`config.mk`:
```
export PLATFORM = sky130hd
export DESIGN_NAME = ofs_fim_pcie_ss_rx_sb_to_ib_flat
export DESIGN_NICKNAME = d
export VERILOG_FILES = /design/src/rtl/ofs_fim_pcie_ss_shims_pkg.sv /design/src/rtl/pcie_ss_axis_if.sv /design/src/rtl/ofs_fim_pcie_ss_rx_sb_to_ib.sv /design/src/flat_wrapper.sv
export SDC_FILE = /design/constraint.sdc
export NUM_CORES = 1
export LEC_CHECK = 0
export ABC_AREA = 1
export CAP_MARGIN = 10
export CORE_AREA = 2 2 646 648
export DETAILED_ROUTE_END_ITERATION = 8
export DIE_AREA = 0 0 648 650
export PLACE_DENSITY = 0.35
export SLEW_MARGIN = 5
export SYNTH_ARGS = -nofsm -noshare
export SYNTH_HDL_FRONTEND = slang
export SYNTH_SLANG_ARGS = --single-unit
export TNS_END_PERCENT = 30
```
`constraint.sdc`:
```
create_clock -name clk -period 34.7 [get_ports clk]
set_input_delay 6.94 -clock clk [delete_from_list [all_inputs] [get_ports clk]]
set_output_delay 6.94 -clock clk [all_outputs]
set_load 0.02 [all_outputs]
```
`src/rtl/ofs_fim_pcie_ss_shims_pkg.sv`:
```
// Shared types for the PCIe SS RX shims: side-band tuser layout, header
// width and the state encoding of the side-band to in-band converter.
package ofs_fim_pcie_ss_shims_pkg;

    localparam int PCIE_SS_HDR_WIDTH = 256;

    // Per-segment vendor tuser carried alongside the data bus
    typedef struct packed {
        logic                         dm_mode;
        logic                         last_segment;
        logic                         hvalid;
        logic [PCIE_SS_HDR_WIDTH-1:0] hdr;
    } t_tuser_seg;

    typedef enum logic [1:0] {
        IDLE,
        MID,
        FLUSH
    } t_sb2ib_state;

endpackage

```
`src/rtl/pcie_ss_axis_if.sv`:
```
// AXI-S bus used between PCIe SS shims; clk/rst_n ride along for
// consumers that want them.
interface pcie_ss_axis_if
    import ofs_fim_pcie_ss_shims_pkg::*;
#(
    parameter int DATA_W = 512,
    parameter int USER_W = $bits(t_tuser_seg)
)(
    input logic clk,
    input logic rst_n
);
    logic              tvalid;
    logic              tready;
    logic [DATA_W-1:0] tdata;
    logic [DATA_W/8-1:0] tkeep;
    logic              tlast;
    logic [USER_W-1:0] tuser_vendor;

    modport source (input clk, rst_n, tready,
                    output tvalid, tdata, tkeep, tlast, tuser_vendor);
    modport sink   (input clk, rst_n, tvalid, tdata, tkeep, tlast, tuser_vendor,
                    output tready);
endinterface

```
`src/rtl/ofs_fim_pcie_ss_rx_sb_to_ib.sv`:
```
// Side-band to in-band header converter for the slot-0 aligned RX stream.
// The SOP header lands in the low HDR_WIDTH bits of the first output beat
// and the payload is shifted up by HDR_WIDTH, with the top HDR_WIDTH bits of
// each input beat carried into the next output beat.
module ofs_fim_pcie_ss_rx_sb_to_ib
    import ofs_fim_pcie_ss_shims_pkg::*;
#(
    parameter int TDATA_WIDTH = 512,
    parameter int HDR_WIDTH   = PCIE_SS_HDR_WIDTH
)(
    input  logic           clk,
    input  logic           rst,
    pcie_ss_axis_if.sink   stream_in,
    pcie_ss_axis_if.source stream_out,
    output logic           err_no_sop
);
    localparam int HDR_BYTES   = HDR_WIDTH / 8;
    localparam int SPLIT       = TDATA_WIDTH - HDR_WIDTH;
    localparam int SPLIT_BYTES = SPLIT / 8;
    localparam int KEEP_W      = TDATA_WIDTH / 8;

    t_sb2ib_state            r_state;
    t_sb2ib_state            w_next_state;
    logic [HDR_WIDTH-1:0]    r_carry;
    logic [HDR_BYTES-1:0]    r_carry_keep;
    logic                    r_out_valid;
    logic [TDATA_WIDTH-1:0]  r_tdata;
    logic [KEEP_W-1:0]       r_tkeep;
    logic                    r_tlast;
    t_tuser_seg              r_tuser;
    t_tuser_seg              r_sop_user;
    logic                    r_err;

    t_tuser_seg              w_in_user;
    t_tuser_seg              w_sop_user;
    logic                    w_out_space;
    logic                    w_in_ready;
    logic                    w_accept;
    logic                    w_load;
    logic                    w_carry_load;
    logic                    w_sop_load;
    logic                    w_err;
    logic [HDR_BYTES-1:0]    w_in_carry_keep;
    logic                    w_beat_last;
    t_sb2ib_state            w_beat_state;
    logic [TDATA_WIDTH-1:0]  w_nxt_data;
    logic [KEEP_W-1:0]       w_nxt_keep;
    logic                    w_nxt_last;
    t_tuser_seg              w_nxt_user;
    logic                    w_unused_ok;

    assign w_in_user       = stream_in.tuser_vendor;
    assign w_out_space     = !r_out_valid || stream_out.tready;
    assign w_in_ready      = w_out_space && (r_state != FLUSH);
    assign w_accept        = stream_in.tvalid && w_in_ready;
    assign w_in_carry_keep = stream_in.tkeep[KEEP_W-1:SPLIT_BYTES];
    assign w_unused_ok     = ^{stream_in.clk, stream_in.rst_n, stream_out.clk, stream_out.rst_n};

    // End-of-beat decision shared by IDLE and MID: leftover carry bytes on
    // the last beat force one extra FLUSH beat.
    always_comb begin
        w_beat_last  = 1'b0;
        w_beat_state = MID;
        if (stream_in.tlast) begin
            w_beat_last  = ~|w_in_carry_keep;
            w_beat_state = (|w_in_carry_keep) ? FLUSH : IDLE;
        end
    end

    // Packet-level tuser copy: header is stripped, per-beat flags set later
    always_comb begin
        w_sop_user              = w_in_user;
        w_sop_user.hdr          = '0;
        w_sop_user.hvalid       = 1'b0;
        w_sop_user.last_segment = 1'b0;
    end

    // Next-state and next output beat
    always_comb begin
        w_next_state = r_state;
        w_load       = 1'b0;
        w_carry_load = 1'b0;
        w_sop_load   = 1'b0;
        w_err        = 1'b0;
        w_nxt_data   = r_tdata;
        w_nxt_keep   = r_tkeep;
        w_nxt_last   = r_tlast;
        w_nxt_user   = r_tuser;
        case (r_state)
            IDLE: begin
                if (w_accept) begin
                    if (w_in_user.hvalid) begin
                        w_load            = 1'b1;
                        w_carry_load      = 1'b1;
                        w_sop_load        = 1'b1;
                        w_nxt_data        = {stream_in.tdata[SPLIT-1:0], w_in_user.hdr[HDR_WIDTH-1:0]};
                        w_nxt_keep        = {stream_in.tkeep[SPLIT_BYTES-1:0], {HDR_BYTES{1'b1}}};
                        w_nxt_last        = w_beat_last;
                        w_nxt_user        = w_sop_user;
                        w_nxt_user.hvalid = 1'b1;
                        w_next_state      = w_beat_state;
                    end else begin
                        w_err = 1'b1;
                    end
                end
            end
            MID: begin
                // A stray hvalid here is just data; no nested SOP
                if (w_accept) begin
                    w_load       = 1'b1;
                    w_carry_load = 1'b1;
                    w_nxt_data   = {stream_in.tdata[SPLIT-1:0], r_carry};
                    w_nxt_keep   = {stream_in.tkeep[SPLIT_BYTES-1:0], r_carry_keep};
                    w_nxt_last   = w_beat_last;
                    w_nxt_user   = r_sop_user;
                    w_next_state = w_beat_state;
                end
            end
            FLUSH: begin
                if (w_out_space) begin
                    w_load       = 1'b1;
                    w_nxt_data   = {{SPLIT{1'b0}}, r_carry};
                    w_nxt_keep   = {{SPLIT_BYTES{1'b0}}, r_carry_keep};
                    w_nxt_last   = 1'b1;
                    w_nxt_user   = r_sop_user;
                    w_next_state = IDLE;
                end
            end
            default: w_next_state = IDLE;
        endcase
        w_nxt_user.last_segment = w_nxt_last;
    end

    // Control state: FSM, carry byte enables, output valid/last, error pulse
    always_ff @(posedge clk) begin
        if (rst) begin
            r_state      <= IDLE;
            r_carry_keep <= '0;
            r_out_valid  <= 1'b0;
            r_tlast      <= 1'b0;
            r_err        <= 1'b0;
        end else begin
            r_state <= w_next_state;
            r_err   <= w_err;
            if (w_carry_load)
                r_carry_keep <= w_in_carry_keep;
            else if (r_state == FLUSH && w_load)
                r_carry_keep <= '0;
            if (w_load) begin
                r_out_valid <= 1'b1;
                r_tlast     <= w_nxt_last;
            end else if (stream_out.tready) begin
                r_out_valid <= 1'b0;
            end
        end
    end

    // Datapath registers; contents only matter while qualified by valid/state
    always_ff @(posedge clk) begin
        if (w_load) begin
            r_tdata <= w_nxt_data;
            r_tkeep <= w_nxt_keep;
            r_tuser <= w_nxt_user;
        end
        if (w_carry_load)
            r_carry <= stream_in.tdata[TDATA_WIDTH-1:SPLIT];
        if (w_sop_load)
            r_sop_user <= w_sop_user;
    end

    assign stream_in.tready         = w_in_ready;
    assign stream_out.tvalid        = r_out_valid;
    assign stream_out.tdata         = r_tdata;
    assign stream_out.tkeep         = r_tkeep;
    assign stream_out.tlast         = r_tlast;
    assign stream_out.tuser_vendor  = r_tuser;
    assign err_no_sop               = r_err;

endmodule

```
`src/flat_wrapper.sv`:
```
// flat-port wrapper written by rule: the top's interface ports become plain ports
module ofs_fim_pcie_ss_rx_sb_to_ib_flat import ofs_fim_pcie_ss_shims_pkg::*;
#(
    parameter int TDATA_WIDTH = 512,
    parameter int HDR_WIDTH   = PCIE_SS_HDR_WIDTH
)
  (clk, rst, err_no_sop, rst_n, stream_in_tvalid, stream_in_tdata, stream_in_tkeep, stream_in_tlast, stream_in_tuser_vendor, stream_in_tready, stream_out_tready, stream_out_tvalid, stream_out_tdata, stream_out_tkeep, stream_out_tlast, stream_out_tuser_vendor);
  pcie_ss_axis_if #(.DATA_W((512)), .USER_W(($bits(t_tuser_seg)))) stream_in_i (.clk(clk), .rst_n(rst_n));
  pcie_ss_axis_if #(.DATA_W((512)), .USER_W(($bits(t_tuser_seg)))) stream_out_i (.clk(clk), .rst_n(rst_n));
  input  logic clk;
  input  logic rst;
  output logic err_no_sop;
  input wire logic rst_n;
  input wire logic [$bits(stream_in_i.tvalid)-1:0] stream_in_tvalid;
  input wire logic [$bits(stream_in_i.tdata)-1:0] stream_in_tdata;
  input wire logic [$bits(stream_in_i.tkeep)-1:0] stream_in_tkeep;
  input wire logic [$bits(stream_in_i.tlast)-1:0] stream_in_tlast;
  input wire logic [$bits(stream_in_i.tuser_vendor)-1:0] stream_in_tuser_vendor;
  output wire logic [$bits(stream_in_i.tready)-1:0] stream_in_tready;
  input wire logic [$bits(stream_out_i.tready)-1:0] stream_out_tready;
  output wire logic [$bits(stream_out_i.tvalid)-1:0] stream_out_tvalid;
  output wire logic [$bits(stream_out_i.tdata)-1:0] stream_out_tdata;
  output wire logic [$bits(stream_out_i.tkeep)-1:0] stream_out_tkeep;
  output wire logic [$bits(stream_out_i.tlast)-1:0] stream_out_tlast;
  output wire logic [$bits(stream_out_i.tuser_vendor)-1:0] stream_out_tuser_vendor;
  assign stream_in_i.tvalid = stream_in_tvalid;
  assign stream_in_i.tdata = stream_in_tdata;
  assign stream_in_i.tkeep = stream_in_tkeep;
  assign stream_in_i.tlast = stream_in_tlast;
  assign stream_in_i.tuser_vendor = stream_in_tuser_vendor;
  assign stream_in_tready = stream_in_i.tready;
  assign stream_out_i.tready = stream_out_tready;
  assign stream_out_tvalid = stream_out_i.tvalid;
  assign stream_out_tdata = stream_out_i.tdata;
  assign stream_out_tkeep = stream_out_i.tkeep;
  assign stream_out_tlast = stream_out_i.tlast;
  assign stream_out_tuser_vendor = stream_out_i.tuser_vendor;
  ofs_fim_pcie_ss_rx_sb_to_ib #(.TDATA_WIDTH(TDATA_WIDTH), .HDR_WIDTH(HDR_WIDTH)) u_core (.clk(clk), .rst(rst), .stream_in(stream_in_i), .stream_out(stream_out_i), .err_no_sop(err_no_sop));
endmodule
```
==> results of run 1 <==
-- sequential cells by signal, indices dropped and copies added (netlist names) --
| signal | count |
|---|---|
| u_core.stream_out.tdata | 512 |
| u_core.r_carry | 256 |
| u_core.stream_out.tkeep | 64 |
| u_core.r_carry_keep | 32 |
| u_core.stream_out.tuser_vendor | 3 |
| u_core.r_state | 2 |
| u_core.err_no_sop | 1 |
| u_core.r_sop_user | 1 |
| u_core.stream_out.tlast | 1 |
| u_core.stream_out.tvalid | 1 |
-- worst reg2reg max path: stages, from the launching register on --
cell	delay [ns]
dfxtp_1	0.39
inv_1	0.11
ha_1	0.30
nor2_1	0.21
nand2_1	0.10
a21oi_1	0.28
inv_1	0.14
a21oi_4	0.64
buf_4	0.68
buf_4	0.80
buf_4	0.67
buf_4	0.72
-- cell type report --
| type | count | area [sq um] |
|---|---|---|
| flip-flops and latches | 873 | 25800 |
| well taps | 5497 | 6880 |
| fillers | 46703 | 356000 |
| clock buffers | 151 | 3230 |
| clock inverters | 73 | 649 |
| diodes | 20 | 50.0 |
| repair buffers | 1454 | 14500 |
| multi-input cells | 1551 | 6360 |
| inverters | 309 | 1170 |
-- per-layer routing --
| metal | share of wire, % | wire length, microns | vias to the layer above |
|---|---|---|---|
| li1 | - | - | 11899 |
| met4 | 2.6 | 5730 | 38 |
| met1 | 35 | 77600 | 12831 |
| met3 | 6.9 | 15400 | 287 |
| met2 | 56 | 124000 | 1041 |
| met5 | 0.11 | 255 | - |
-- per-stage QoR --
stage	cells	worst slack (ns)	power (W)	utilization [%]	hold WS, ns
detailed placement	9684	19.12	0.00379	13.2	0.475
CTS	9908	19.12	0.00509	14.1	0.481
finish	9928	19.13	0.00491	14.1	0.480
global placement	9684	19.14	0.00378	13.2	0.477
floorplan	3124	9.99	0.00277	-	0.457
global route	9920	19.08	0.00521	14.1	0.498
-- final timing paths --
check | from | end | slack [ns]
setup / recovery | stream_out_tready | stream_in_tready | 19.13
setup reg to reg | u_core.r_state[0] | u_core.stream_out.tdata[43] | 29.24
hold / removal | u_core.r_carry_keep[13] | u_core.r_carry_keep[13] | 0.48
hold reg to reg | u_core.r_carry_keep[13] | u_core.r_carry_keep[13] | 0.48
-- cells in the mapped netlist, drive strengths merged --
cell type / count
inv: 309
dfxtp: 37
edfxtp: 836
and3: 1
ha: 4
a21boi: 1
nor2: 314
or2: 1
o21ai: 261
conb: 1
nand3: 38
nand2: 635
buf: 313
nor3: 1
clkbuf: 78
nand4: 2
a21oi: 37
-- power by group --
group          internal, W  switching, W
Combinational     0.000551       0.00135
Clock             0.000723      0.000529
Sequential         0.00163      0.000127
Total              0.00290       0.00201
-- kinds of logic (layout without fill, tap and decap cells) --
| group | after synthesis | count (layout) | share of synthesized area [%] |
|---|---|---|---|
| AND/OR/NAND/NOR | 992 | 992 | 10.9 |
| flip-flops | 873 | 873 | 74.2 |
| buffers and inverters | 700 | 1987 | 10.5 |
| AO/OA/AOI/OAI | 299 | 299 | 4.30 |
| adder cells (fa/ha/maj) | 4 | 4 | 0.144 |
| other | 1 | 276 | 0.0108 |
==> impl_metrics.py, run 1 <==
metrics = {
    "sta": {
        "drv_slew": 0,
        "max_slew_margin_pct": 19.0,
        "fmax_mhz": 64.2,
        "grt_setup_unrepaired": "false",
        "fin_crit_sh_pct": 44.9,
        "hold_viol": 0,
        "tightest_slew_ns": 1.20,
        "fin_tns_setup_ns": 0,
        "setup_viol": 0,
        "min_period_ns": 15.57,
        "clock-skew-final_ns": 0.0681,
    },
    "power": {
        "vdd_drop_max_v": 0.0000618,
        "p_leak_nw": 20.4,
        "power_density_mw_per_mm2": 83.6,
    },
    "die": {
        "die_width_microns": 648,
        "io_pins": 1680,
        "start_util_pct": 8.40,
        "rows": 237,
        "die-height_microns": 650,
        "core-area_sq_mm": 0.415,
        "die-area_sq_mm": 0.421,
    },
    "setup_path": {
        "cp-end-kind": "output port",
        "required_ns": 27.76,
        "cpMaxStageDelayCell": "clkdlybuf4s50_1",
        "worstPathMaxFanout": 6,
        "ff2ff_path_depth": 11,
        "crit_arrival_ns": 8.63,
        "path_cells": "clkdlybuf4s50_1 > inv_1 > nand2_2 > inv_1 > nor2_1 > clkdlybuf4s50_1",
        "path_delay_family": "buffers and inverters",
        "cp_num_buf_inv": 4,
        "max_stage_delay_ns": 0.73,
        "crit_path_start_kind": "input port",
        "worst-path-stages": 6,
        "critPathKind": "input port to output port",
    },
    "synthesis": {
        "avgSynthCellArea_sq_um": 12.1,
        "ys_types": 23,
        "yosys_warnings": 0,
        "syn_inst": 2869,
        "yosysTopAreaCell": "edfxtp_1",
        "yosys.area.top_type_share_pct": 72.1,
        "syn_area_sq_mm": 0.0348,
        "synth-seq-cells": 873,
        "synth.area.top_cells": "edfxtp_1 72%, nand2_1 6.8%, buf_4 5.5%",
        "ys_seq_area_share_pct": 74.2,
    },
    "cts": {
        "clkSinkCount": 873,
        "clock_latency_ns": 0.87,
        "post_cts_buffers": 0,
        "cts_root_buf": "clkbuf_16",
        "cts_made_buffers": 125,
        "clockBufferDepth": 4,
        "tritoncts": "built",
        "cts-resized-gates": 0,
        "hold_buffers": 0,
        "htree_levels": 3,
        "clk_pin_slew_ns": 0.05,
    },
    "routing": {
        "drc_errors": 0,
        "ant_nets": 0,
        "drt-wirelength-per-cell_microns": 22.5,
        "drt_iter0_drc": 1731,
        "first_pass_iters": 6,
        "num_vias": 26096,
        "routed_via_density": 2.63,
        "wirelength_microns": 223000,
    },
    "global_routing": {
        "use_met2_pct": 19.8,
        "grt_pass1_vias": 26758,
        "met1_usage_pct": 10.2,
        "overflow": 0,
        "antenna_found_initial": 105,
        "met3_usage_pct": 3.03,
        "grt_max_degree": 149,
        "grt.busiest_layer": "met2",
        "grt_pass1_wl_microns": 280000,
        "grtUsageTotal_pct": 10.1,
    },
    "layout": {
        "drive_gt1_share_pct": 4.96,
        "most-common-layout-cells": "1,417 x clkdlybuf4s50_1, 836 x edfxtp_1, 633 x nand2_1, 312 x nor2_1, 306 x inv_1",
        "final_cell_area_sq_mm": 0.0587,
        "syn_to_final_growth_pct": 68.4,
        "nets": 5159,
        "final_common_cell": "clkdlybuf4s50_1",
    },
    "run_status": {
        "status": "finished, final reports clean",
    },
    "placement": {
        "placed_area_sq_mm": 0.0547,
        "place_congestion": 0.796,
        "io_buffers": 1421,
        "dpl.hpwl_microns": 184000,
    },
    "hold_path": {
        "whs_path_depth": 2,
        "hp-class": "flop to flop",
    },
    "run": {
        "cap_violations": 0,
    },
}
No activity file was read; power rests on OpenSTA's default activity.
==> run 2: changes to the inputs <==
--- a/config.mk
+++ b/config.mk
@@ -7,10 +7,10 @@
 export LEC_CHECK = 0
 export ABC_AREA = 1
 export CAP_MARGIN = 10
-export CORE_AREA = 2 2 646 648
+export CORE_AREA = 2 2 651 653
 export DETAILED_ROUTE_END_ITERATION = 8
-export DIE_AREA = 0 0 648 650
-export PLACE_DENSITY = 0.35
+export DIE_AREA = 0 0 653 655
+export PLACE_DENSITY = 0.34
 export SLEW_MARGIN = 5
 export SYNTH_ARGS = -nofsm -noshare
 export SYNTH_HDL_FRONTEND = slang
==> constraint.sdc (replaced) <==
create_clock -name clk -period 16.1 [get_ports clk]
set_input_delay 3.22 -clock clk [delete_from_list [all_inputs] [get_ports clk]]
set_output_delay 3.22 -clock clk [all_outputs]
set_load 0.02 [all_outputs]
==> impl_metrics.py, run 2 (synthesized netlist as in run 1, its figures left out) <==
metrics = {
    "run_status": {
        "status": "finished, final reports clean",
    },
    "hold_path": {
        "whs_path_depth": 2,
        "hp-class": "flop to flop",
        "hold_path.startpoint": "u_core.r_carry_keep[5]",
        "hold_end": "u_core.r_carry_keep[5]",
    },
    "sta": {
        "setup_viol": 0,
        "fin_crit_sh_pct": 52.2,
        "hold_viol": 0,
        "min_period_ns": 8.41,
        "clock-skew-final_ns": 0.108,
        "grt_setup_unrepaired": "false",
        "fin_tns_setup_ns": 0,
        "fmax_mhz": 119,
        "max_slew_margin_pct": 16.8,
        "tightest_slew_ns": 1.24,
        "drv_slew": 0,
    },
    "power": {
        "power_frac_clock_pct": 25.4,
        "p_int_w": 0.00627,
        "p_switching_w": 0.00445,
        "p_leak_nw": 20.3,
        "switching_share_pct": 41.5,
        "power_density_mw_per_mm2": 183,
        "seqPwrFrac_pct": 35.2,
        "share_comb_of_total_power_pct": 39.4,
        "vdd_drop_max_v": 0.000110,
    },
    "placement": {
        "place_congestion": 0.820,
        "placed_area_sq_mm": 0.0548,
        "io_buffers": 1421,
        "dpl.hpwl_microns": 204000,
    },
    "layout": {
        "nets": 5154,
        "final_common_cell": "clkdlybuf4s50_1",
        "most-common-layout-cells": "1,416 x clkdlybuf4s50_1, 836 x edfxtp_1, 633 x nand2_1, 312 x nor2_1, 306 x inv_1",
        "largest_reg_flops": 512,
        "ff_latch_area_sq_mm": 0.0258,
        "drive_gt1_share_pct": 4.84,
        "nFillCells": 47618,
        "final_cell_area_sq_mm": 0.0587,
        "syn_to_final_growth_pct": 68.5,
        "multiInputGateArea_sq_mm": 0.00636,
    },
    "global_routing": {
        "grt_max_degree": 133,
        "overflow": 0,
        "grt_pass1_wl_microns": 299000,
        "antenna_found_initial": 125,
        "grtUsageTotal_pct": 10.8,
        "grt_pass1_vias": 26545,
    },
    "die": {
        "start_util_pct": 8.26,
        "rows": 239,
        "die_width_microns": 653,
        "io_pins": 1680,
        "die-height_microns": 655,
        "die-area_sq_mm": 0.428,
        "core-area_sq_mm": 0.422,
    },
    "cts": {
        "cts-resized-gates": 0,
        "tritoncts": "built",
        "clkSinkCount": 873,
        "clock_latency_ns": 0.91,
        "htree_levels": 3,
        "clockBufferDepth": 4,
        "cts_root_buf": "clkbuf_16",
        "hold_buffers": 0,
        "clk_pin_slew_ns": 0.06,
        "post_cts_buffers": 0,
        "cts_made_buffers": 123,
    },
    "setup_path": {
        "reg2reg_setup_slack_ns": 11.84,
        "critPathKind": "input port to output port",
        "r2r_start": "u_core.r_state[0]",
        "cp-end-kind": "output port",
        "cp-startpoint": "stream_out_tready",
        "crit_arrival_ns": 5.19,
        "crit_path_start_kind": "input port",
        "worstPathMaxFanout": 6,
        "cpMaxStageDelayCell": "clkdlybuf4s50_1",
        "required_ns": 12.88,
        "ff2ff_path_depth": 10,
        "path_cells": "clkdlybuf4s50_1 > inv_1 > nand2_2 > inv_1 > nor2_1 > clkdlybuf4s50_1",
        "r2r-end": "u_core.stream_out.tdata[107]",
        "max_stage_delay_ns": 0.98,
    },
    "routing": {
        "drt_iter0_drc": 1526,
        "routed_via_density": 2.64,
        "num_vias": 26257,
        "ant_nets": 0,
        "drc_errors": 0,
        "first_pass_iters": 5,
        "drt-wirelength-per-cell_microns": 24.5,
        "wirelength_microns": 244000,
    },
    "run": {
        "cap_violations": 0,
    },
}
==> run 2: area by class of cell <==
| cell class | instances | area share (%) |
|---|---|---|
| sequential | 873 | 44.0 |
| clock inverter | 64 | 1.16 |
| multi-input combinational | 1551 | 10.8 |
| tap | 5543 | 11.8 |
| antenna | 15 | 0.0639 |
| clock buffer | 153 | 5.45 |
| inverter | 309 | 1.99 |
| timing repair buffer | 1451 | 24.7 |
==> run 2: routing by layer <==
metal | GRT usage (%) | vias to the layer above | share of wire (%)
met5 | 0 | - | 0.075
li1 | - | 11889 | -
met4 | 2.91 | 28 | 3.1
met1 | 11.2 | 12875 | 35
met2 | 21.3 | 1144 | 55
met3 | 2.73 | 321 | 6.3
==> run 2: power by group through the flow <==
stage,Sequential [W],Clock (W),Combinational [W]
final,0.00377,0.00272,0.00422
after global routing,0.00384,0.00292,0.00457
after detailed placement,0.00384,0,0.00442
after floorplan,0.00443,0,0.00139
after CTS,0.00380,0.00287,0.00443
after global placement,0.00383,0,0.00442
==> run 2: critical path, delay by kind of cell <==
kind | cells | cell delay (ns)
AND/OR/NAND/NOR | 2 | 0.29
buffers and inverters | 4 | 1.63
==> run 2: through the flow <==
stage	total power [W]	hold WS [ns]	setup slack (ns)	utilization [%]	instances
after floorplan	0.00582	0.457	2.04	-	3124
after global placement	0.00825	0.477	7.46	13.0	9727
after detailed placement	0.00826	0.475	7.49	13.0	9727
after CTS	0.0111	0.484	7.48	13.9	9944
after global routing	0.0113	0.513	7.52	13.9	9951
final	0.0107	0.481	7.69	13.9	9959
==> run 2: worst max path at each step <==
stage | endpoint | slack, ns | cells after the start
CTS | stream_in_tready | 7.48 | 6
finish | stream_in_tready | 7.69 | 6
global route | stream_in_tready | 7.52 | 6
global placement | stream_in_tready | 7.46 | 6
floorplan | u_core.stream_out.tdata[0] | 2.04 | 8
detailed placement | stream_in_tready | 7.49 | 6
